<file path="src/rtl/pay_station.sv">
// Exit-gate payment controller: collects quarters/dollars against a fixed fee,
// abandons idle sessions, and pays change or refunds as spaced quarter pulses.
module pay_station #(
    parameter int FEE_QTR   = 6,
    parameter int TIMEOUT_S = 30
) (
    input  logic       clk,
    input  logic       reset,
    input  logic       Exit_Req,
    input  logic       Coin_25,
    input  logic       Coin_100,
    input  logic       Cancel,
    input  logic       Tick_1,
    output logic       paid_stat,
    output logic       Change_Pulse,
    output logic       Coin_Rej,
    output logic [3:0] Due_Qtr,
    output logic       Busy
);

    typedef enum logic [1:0] {IDLE, COLLECT, PAID, REFUND} state_t;

    localparam logic [4:0] FEE = 5'(FEE_QTR);
    localparam logic [5:0] TMO = 6'(TIMEOUT_S);

    state_t     state, state_next;
    logic [4:0] credit, credit_next, credit_sum;
    logic [4:0] change, change_next;
    logic [5:0] timer, timer_next, timer_upd;
    logic       phase, phase_next;
    logic       pulse_next, rej_next, coin_any;

    always_comb begin
        coin_any    = Coin_25 | Coin_100;
        credit_sum  = credit + {4'b0, Coin_25} + {2'b0, Coin_100, 2'b00};
        timer_upd   = coin_any ? 6'd0 : (Tick_1 ? timer + 6'd1 : timer);
        state_next  = state;
        credit_next = credit;
        change_next = change;
        timer_next  = timer;
        phase_next  = phase;
        pulse_next  = 1'b0;
        rej_next    = 1'b0;
        case (state)
            IDLE: begin
                rej_next = coin_any;
                if (Exit_Req) begin
                    state_next  = COLLECT;
                    credit_next = 5'd0;
                    timer_next  = 6'd0;
                end
            end
            COLLECT: begin
                credit_next = credit_sum;
                timer_next  = timer_upd;
                phase_next  = 1'b0;
                if (Cancel || !Exit_Req) begin
                    state_next  = REFUND;
                    change_next = credit_sum;
                end else if (credit_sum >= FEE) begin
                    state_next  = PAID;
                    change_next = credit_sum - FEE;
                end else if (timer_upd == TMO) begin
                    state_next  = (credit_sum != 5'd0) ? REFUND : IDLE;
                    change_next = credit_sum;
                end
            end
            default: begin
                // PAID and REFUND share the dispenser: one quarter, then one idle cycle
                rej_next = coin_any;
                if (phase) begin
                    phase_next = 1'b0;
                end else if (change != 5'd0) begin
                    pulse_next  = 1'b1;
                    change_next = change - 5'd1;
                    phase_next  = 1'b1;
                end
                if (change == 5'd0 && (state == REFUND || !Exit_Req))
                    state_next = IDLE;
            end
        endcase
    end

    always_ff @(posedge clk or negedge reset) begin
        if (!reset) begin
            state        <= IDLE;
            credit       <= 5'd0;
            change       <= 5'd0;
            timer        <= 6'd0;
            phase        <= 1'b0;
            paid_stat    <= 1'b0;
            Change_Pulse <= 1'b0;
            Coin_Rej     <= 1'b0;
            Due_Qtr      <= 4'd0;
            Busy         <= 1'b0;
        end else begin
            state        <= state_next;
            credit       <= credit_next;
            change       <= change_next;
            timer        <= timer_next;
            phase        <= phase_next;
            paid_stat    <= (state_next == PAID);
            Change_Pulse <= pulse_next;
            Coin_Rej     <= rej_next;
            Due_Qtr      <= (state_next == COLLECT) ? 4'(FEE - credit_next) : 4'd0;
            Busy         <= (state_next != IDLE);
        end
    end

endmodule

</file>
<file path="config.mk">
export PLATFORM = sky130hd
export DESIGN_NAME = pay_station
export DESIGN_NICKNAME = d
export VERILOG_FILES = /design/src/rtl/pay_station.sv
export SDC_FILE = /design/constraint.sdc
export NUM_CORES = 1
export LEC_CHECK = 0
export BUFFER_PORTS_ARGS = -buffer_cell sky130_fd_sc_hd__buf_4
export CAP_MARGIN = 25
export CORE_MARGIN = 2
export CORE_UTILIZATION = 40
export CTS_CLUSTER_SIZE = 24
export DETAILED_ROUTE_END_ITERATION = 10
export SKIP_LAST_GASP = 1
export SLEW_MARGIN = 20
export SYNTH_ARGS = -nofsm -noshare
export SYNTH_HDL_FRONTEND = slang
export SYNTH_SLANG_ARGS = --single-unit
</file>
<file path="constraint.sdc">
create_clock -name clk -period 3.5 [get_ports clk]
set_clock_uncertainty 0.15 [all_clocks]
set_input_delay 0.7 -clock clk [delete_from_list [all_inputs] [get_ports clk]]
set_output_delay 0.7 -clock clk [all_outputs]
set_load 0.01 [all_outputs]
</file>
==> results of run 1 <==
metal layers:
metal / wire length (um) / global-route usage (%) / vias to the layer above
li1: - / - / 651
met1: 1610 / 20.6 / 669
met2: 1880 / 32.6 / 29
met3: 160 / 4.87 / 8
met4: 72 / 6.37 / 0
met5: 0 / 0 / -
registers in the layout, indices dropped and copies added (netlist names):
name and flops:
change 5, phase 1, Busy 1, Due_Qtr 4
Coin_Rej 1, timer 6, Change_Pulse 1, state 2
paid_stat 1, credit 5
cell usage in the layout, fill, tap and decap left out, types with 2 or more instances in the layout:
| cell type | netlist | final |
|---|---|---|
| nand2_1 | 13 | 13 |
| and3_1 | 2 | 2 |
| a22o_1 | 2 | 2 |
| a21oi_1 | 7 | 7 |
| a21o_1 | 2 | 2 |
| xor2_1 | 3 | 3 |
| a2111oi_0 | 2 | 2 |
| nor3b_1 | 4 | 4 |
| o21bai_1 | 3 | 3 |
| a2111oi_4 | 2 | 2 |
| o31ai_1 | 3 | 3 |
| dfrtp_1 | 27 | 27 |
| nand3_1 | 3 | 3 |
| nand2b_1 | 2 | 2 |
| nor3_1 | 4 | 4 |
| nor2b_1 | 5 | 5 |
| o21ai_0 | 14 | 14 |
| inv_1 | 6 | 6 |
| clkbuf_8 | 0 | 3 |
| ha_1 | 8 | 8 |
| nor2_1 | 16 | 16 |
| a22oi_1 | 4 | 4 |
| nand4_1 | 4 | 4 |
| buf_4 | 0 | 15 |
| xnor2_1 | 5 | 5 |
area by class of cell:
| cell class | instances | share of cell area [%] |
|---|---|---|
| Sequential cell | 27 | 35.8 |
| Multi-Input combinational cell | 131 | 51.0 |
| Clock buffer | 3 | 2.19 |
| Clock inverter | 1 | 0.397 |
| Tap cell | 50 | 3.31 |
| Inverter | 7 | 1.39 |
| Timing Repair Buffer | 15 | 5.96 |
kinds of logic after synthesis:
family / after synthesis
simple gates: 63
compound gates: 49
flops: 27
buf+inv: 11
xor+xnor: 9
fa+ha+maj: 8
mux: 2
stage by stage:
stage	cells	setup slack [ns]
floorplan	169	0.557
global placement	230	0.342
detailed placement	230	0.208
CTS	234	0.510
global route	234	0.334
finish	234	0.508
worst register-to-register path, stage by stage, from the launching register on:
cell	delay [ns]
dfrtp_1	0.48
ha_1	0.37
and4b_1	0.20
o21ai_0	0.17
a2111oi_0	0.87
a22oi_1	0.28
nand2_1	0.23
nor2_1	0.08
power groups by stage:
stage	Combinational [mW]	Clock, mW	Sequential (mW)
6_report	0.726	0.185	0.501
3_3_place_gp	0.701	0	0.502
4_1_cts	0.732	0.190	0.502
3_5_place_dp	0.729	0	0.507
2_1_floorplan	0.528	0	0.496
5_1_grt	0.809	0.202	0.516
how the worst min path moves through the flow:
| stage | from | to | slack [ns] | depth (start not counted) |
|---|---|---|---|---|
| floorplan | reset | Busy | 0.25 | 0 |
| global placement | phase | phase | 0.31 | 1 |
| detailed placement | phase | phase | 0.32 | 1 |
| CTS | reset | state[0] | 0.18 | 1 |
| global route | reset | change[0] | 0.18 | 1 |
| finish | reset | timer[0] | 0.16 | 1 |
==> flow_metrics.tcl, run 1 <==
set metrics [dict create \
    status "finished clean" \
    diodes 0 \
    utilization_pct 46.9 \
    critPathLaunchType "primary input" \
    cts_max_level 1 \
    fin_crit_sh_pct 85.5 \
    combPwrFrac_pct 51.4 \
    cp_common_cell "ha_1" \
    rows 23 \
    finalNetCount 200 \
    initial_core_util_pct 41.8 \
    dieArea_mm2 0.00474 \
    grt_util_all_layers_pct 18.1 \
    max-vdd-ir-drop_mv 0.372 \
    final_antenna_net_count 0 \
    async_flop_share_pct 100 \
    switching_share_pct 43.6 \
    cts_sinks 27 \
    tritoncts "done" \
    cp.required_ns 3.52 \
    maxSlewViolCount 0 \
    synthXorXnorAreaFrac_pct 5.13 \
    cts_made_buffers 3 \
    p_per_area_mw_per_mm2 747 \
    yosysTopAreaCellShare_pct 40.1 \
    core_mm2 0.00403 \
    cts_hold_buf 0 \
    max_stage_delay_ns 0.46 \
    leakage_nw 0.795 \
    pwr-share-seq_pct 35.5 \
    antenna_found_initial 0 \
    yosysMostFrequentCell "dfrtp_1" \
    post_cts_resized 0 \
    finalHoldViolCount 0 \
    synth_cells 169 \
    fillers 391 \
    pwr-share-clk_pct 13.1 \
    ys.flop_type "dfrtp_1" \
    grt-ovfl-total 0 \
    synth.distinct_cells 49 \
    drt_wl_total_um 3730 \
    first_pass_iters 4 \
    routedWlPerCell_um 15.9 \
    r2r_start "timer[0]" \
    syn_nets 184 \
    path_clk_slew_ns 0.10 \
    synthMuxAreaShare_pct 1.26 \
    ff2ff_path_depth 7 \
    pin_count 15 \
    hp-class "primary input to async pin" \
    fmax_ghz 0.334 \
    switching_power_mw 0.616 \
    worstMarginPinSlew_ns 0.912 \
    r2r_setup_slack_ns 0.56 \
    drt-initial-drc-count 27 \
    synthAdderAreaFrac_pct 5.95 \
    synth.cell_area_mm2 0.00168 \
    intPower_mw 0.796 \
    drcViolationCount 0 \
    final-seq-area_um2 676 \
    maxCapViolCount 0 \
    synthSimpleGateAreaFrac_pct 20.0 \
    syn_area_per_cell_um2 9.96 \
    die_w_um 68.9 \
    area_delta_synth_final_pct 12.3 \
    path_buf_inv 1 \
    slowest_stage "nor3_2" \
    period_needed_ns 2.99 \
    placed_area_mm2 0.00184 \
    yosys-top-cells-area "dfrtp_1 40%, ha_1 5.9%, o21ai_0 4.2%, nor2_1 3.6%, a2111oi_4 3.3%" \
    post_cts_buffers 0 \
    ys_seq_elements 27 \
    hpwl_um 2890 \
    end_kind "flop" \
    path_cells "buf_4 > ha_1 > ha_1 > xor2_1 > ha_1 > nor2_1 > a41oi_4 > nor3_2 > a21oi_1 > a22o_1" \
    critical_path_depth 10 \
    synth_top_family_by_area "compound AO/OA/AOI/OAI gates" \
    port_buffers 14 \
    grt_pass1_wl_um 6310 \
    cp_max_fo 9 \
    arrival_ns 3.02 \
    cts_root_buf "clkbuf_8" \
    reg2reg_to "Due_Qtr[3]" \
    gp_congestion 0.884 \
    ys_warn_count 0 \
    clockBufferDepth 2 \
    timing.hold.ws_ns 0.164 \
    vias_per_cell 5.80 \
    power_mw 1.41 \
    synth_largest_area_cell "dfrtp_1" \
    grt_pass1_vias 1408 \
    yosys-top-cells-count "27 x dfrtp_1, 16 x nor2_1, 14 x o21ai_0, 13 x nand2_1, 8 x ha_1" \
    clock_latency_ns 0.28 \
    fin_area_mm2 0.00189 \
    max-slew-margin-rel_pct 37.6 \
    cp_top_family "adder cells" \
    endpoint "change[1]" \
    multi_input_area_um2 963 \
    vias 1357 \
    ys_seq_area_share_pct 40.1 \
    die_h_um 68.9 \
    grt_max_degree 28 \
    synth_compound_area_share_pct 24.9 \
    critical_path_class "primary input to flop" \
    setup_viol 0 \
    synth_edf_count 0 \
    tns_ns 0 \
    drive_above_1_share_pct 17.4 \
    startpoint "Coin_25" \
    rsz0062_at_grt "no" \
]
Note: power is estimated with default switching activity, not from simulation.
==> run 2: changes to the inputs <==
Clock period 3.5 ns to 3.04 ns, I/O delays scaled along.
==> run 2 against run 1 <==
  * Highest routed layer unchanged
  * Worst hold slack lost 0.083 ns
  * Total power grew 21%
  * Cell count grew 4.3%
  * Cell area rose by 3.8%
  * Clock power is 12% higher
  * Clock-buffer cell count increased by 1
  * Core utilization is 1.8 points higher
==> flow_metrics.tcl, run 2 (same netlist as run 1, synthesis figures left out) <==
set metrics [dict create \
    cp_top_family "adder cells" \
    arrival_ns 2.68 \
    post_cts_resized 0 \
    grt_max_degree 28 \
    routedWlPerCell_um 15.7 \
    die_h_um 68.9 \
    final_cell_mix "27 x dfrtp_1, 25 x buf_4, 16 x nor2_1, 14 x o21ai_0, 13 x nand2_1" \
    cp.required_ns 3.06 \
    path_clk_slew_ns 0.09 \
    diodes 0 \
    cp_common_cell "ha_1" \
    cts_sinks 27 \
    maxCapViolCount 0 \
    finalHoldViolCount 0 \
    drt_wl_total_um 3830 \
    period_needed_ns 2.67 \
    rsz0062_at_grt "no" \
    clockBufferDepth 2 \
    drive_above_1_share_pct 21.1 \
    final_antenna_net_count 0 \
    final-seq-area_um2 676 \
    fmax_ghz 0.375 \
    initial_core_util_pct 41.8 \
    largest_register_ffs 6 \
    status "finished clean" \
    vias_per_cell 5.66 \
    hp-class "primary input to async pin" \
    port_buffers 14 \
    tns_ns 0 \
    end_kind "flop" \
    path_cells "buf_4 > ha_1 > ha_1 > xor2_1 > ha_1 > nor2_1 > a41oi_4 > a2111oi_4 > inv_2 > or2_1" \
    final_common_cell "dfrtp_1" \
    grt_util_all_layers_pct 19.1 \
    cts_root_buf "clkbuf_8" \
    slowest_stage "a2111oi_4" \
    critPathLaunchType "primary input" \
    first_pass_iters 4 \
    worstMarginPinSlew_ns 0.430 \
    grt-ovfl-total 0 \
    grt_pass1_vias 1458 \
    cts_made_buffers 3 \
    max-vdd-ir-drop_mv 0.480 \
    area_delta_synth_final_pct 16.5 \
    dieArea_mm2 0.00474 \
    path_buf_inv 2 \
    largestRegisters "timer: 6 flops, change: 5 flops, credit: 5 flops" \
    regMostFlops "timer" \
    die_w_um 68.9 \
    leakage_nw 0.845 \
    tritoncts "done" \
    cp_max_fo 3 \
    core_mm2 0.00403 \
    max_stage_delay_ns 0.41 \
    hpwl_um 2920 \
    drt-initial-drc-count 42 \
    rows 23 \
    r2r_start "credit[0]" \
    grt_pass1_wl_um 6710 \
    utilization_pct 48.7 \
    cts_hold_buf 0 \
    antenna_found_initial 0 \
    post_cts_buffers 0 \
    finalNetCount 210 \
    pre_cts_slack_ns 0.0769 \
    critical_path_class "primary input to flop" \
    drcViolationCount 0 \
    max-slew-margin-rel_pct 71.0 \
    ff2ff_path_depth 9 \
    cts_max_level 1 \
    clock_latency_ns 0.27 \
    maxSlewViolCount 0 \
    gp_congestion 0.926 \
    fin_crit_sh_pct 87.8 \
    fillers 392 \
    setup_viol 0 \
    pin_count 15 \
    fin_ws_ns 0.371 \
    p_per_area_mw_per_mm2 868 \
    vias 1381 \
    multi_input_area_um2 963 \
    reg2reg_to "Busy" \
    r2r_setup_slack_ns 0.42 \
]
## run 2: changes by cell type in the layout (fill, tap and decap cells not counted), sizes merged
| cell | previous run | this run |
|---|---|---|
| buf | 15 | 25 |
| clkbuf | 3 | 4 |
| clkinvlp | 1 | 0 |
## run 2: worst max path at each step
stage,startpoint,to,slack [ns],cells past startpoint
2_1_floorplan,Coin_25,Busy,0.19,9
3_5_place_dp,Coin_25,Busy,0.08,10
4_1_cts,Coin_25,Busy,0.37,10
5_1_grt,Coin_25,Due_Qtr[3],0.12,10
6_report,Coin_25,Busy,0.37,10
3_3_place_gp,Coin_25,Busy,0.13,10
## run 2: routing by layer
layer	up-vias	global-route usage, %	share of wire, %
met1	669	24.3	45
met5	-	0	0
met2	32	33.5	50
met3	7	2.44	3.5
met4	0	5.88	1.7
li1	673	-	-
## run 2: final cells by class
class	count	share of cell area, %
clock buffer	4	2.30
sequential	27	34.5
multi-input combinational	131	49.1
timing repair buffer	25	9.57
inverter	7	1.34
tap	50	3.19
## run 2: where the power goes
| part | switching, mW | leakage [nW] | internal (mW) | total (mW) |
|---|---|---|---|---|
| clock network | 0.113 | 0.0228 | 0.0940 | 0.207 |
| logic | 0.505 | 0.479 | 0.414 | 0.919 |
| registers | 0.0983 | 0.343 | 0.477 | 0.576 |
## run 2: per-stage QoR
| stage | total power [mW] | cells | hold WS (ns) | area, um2 |
|---|---|---|---|---|
| 3_3_place_gp | 1.48 | 240 | 0.312 | 1920 |
| 3_5_place_dp | 1.50 | 240 | 0.320 | 1920 |
| 2_1_floorplan | 1.18 | 169 | 0.162 | 1680 |
| 5_1_grt | 1.86 | 244 | 0.103 | 1960 |
| 4_1_cts | 1.71 | 244 | 0.0949 | 1960 |
| 6_report | 1.70 | 244 | 0.0815 | 1960 |
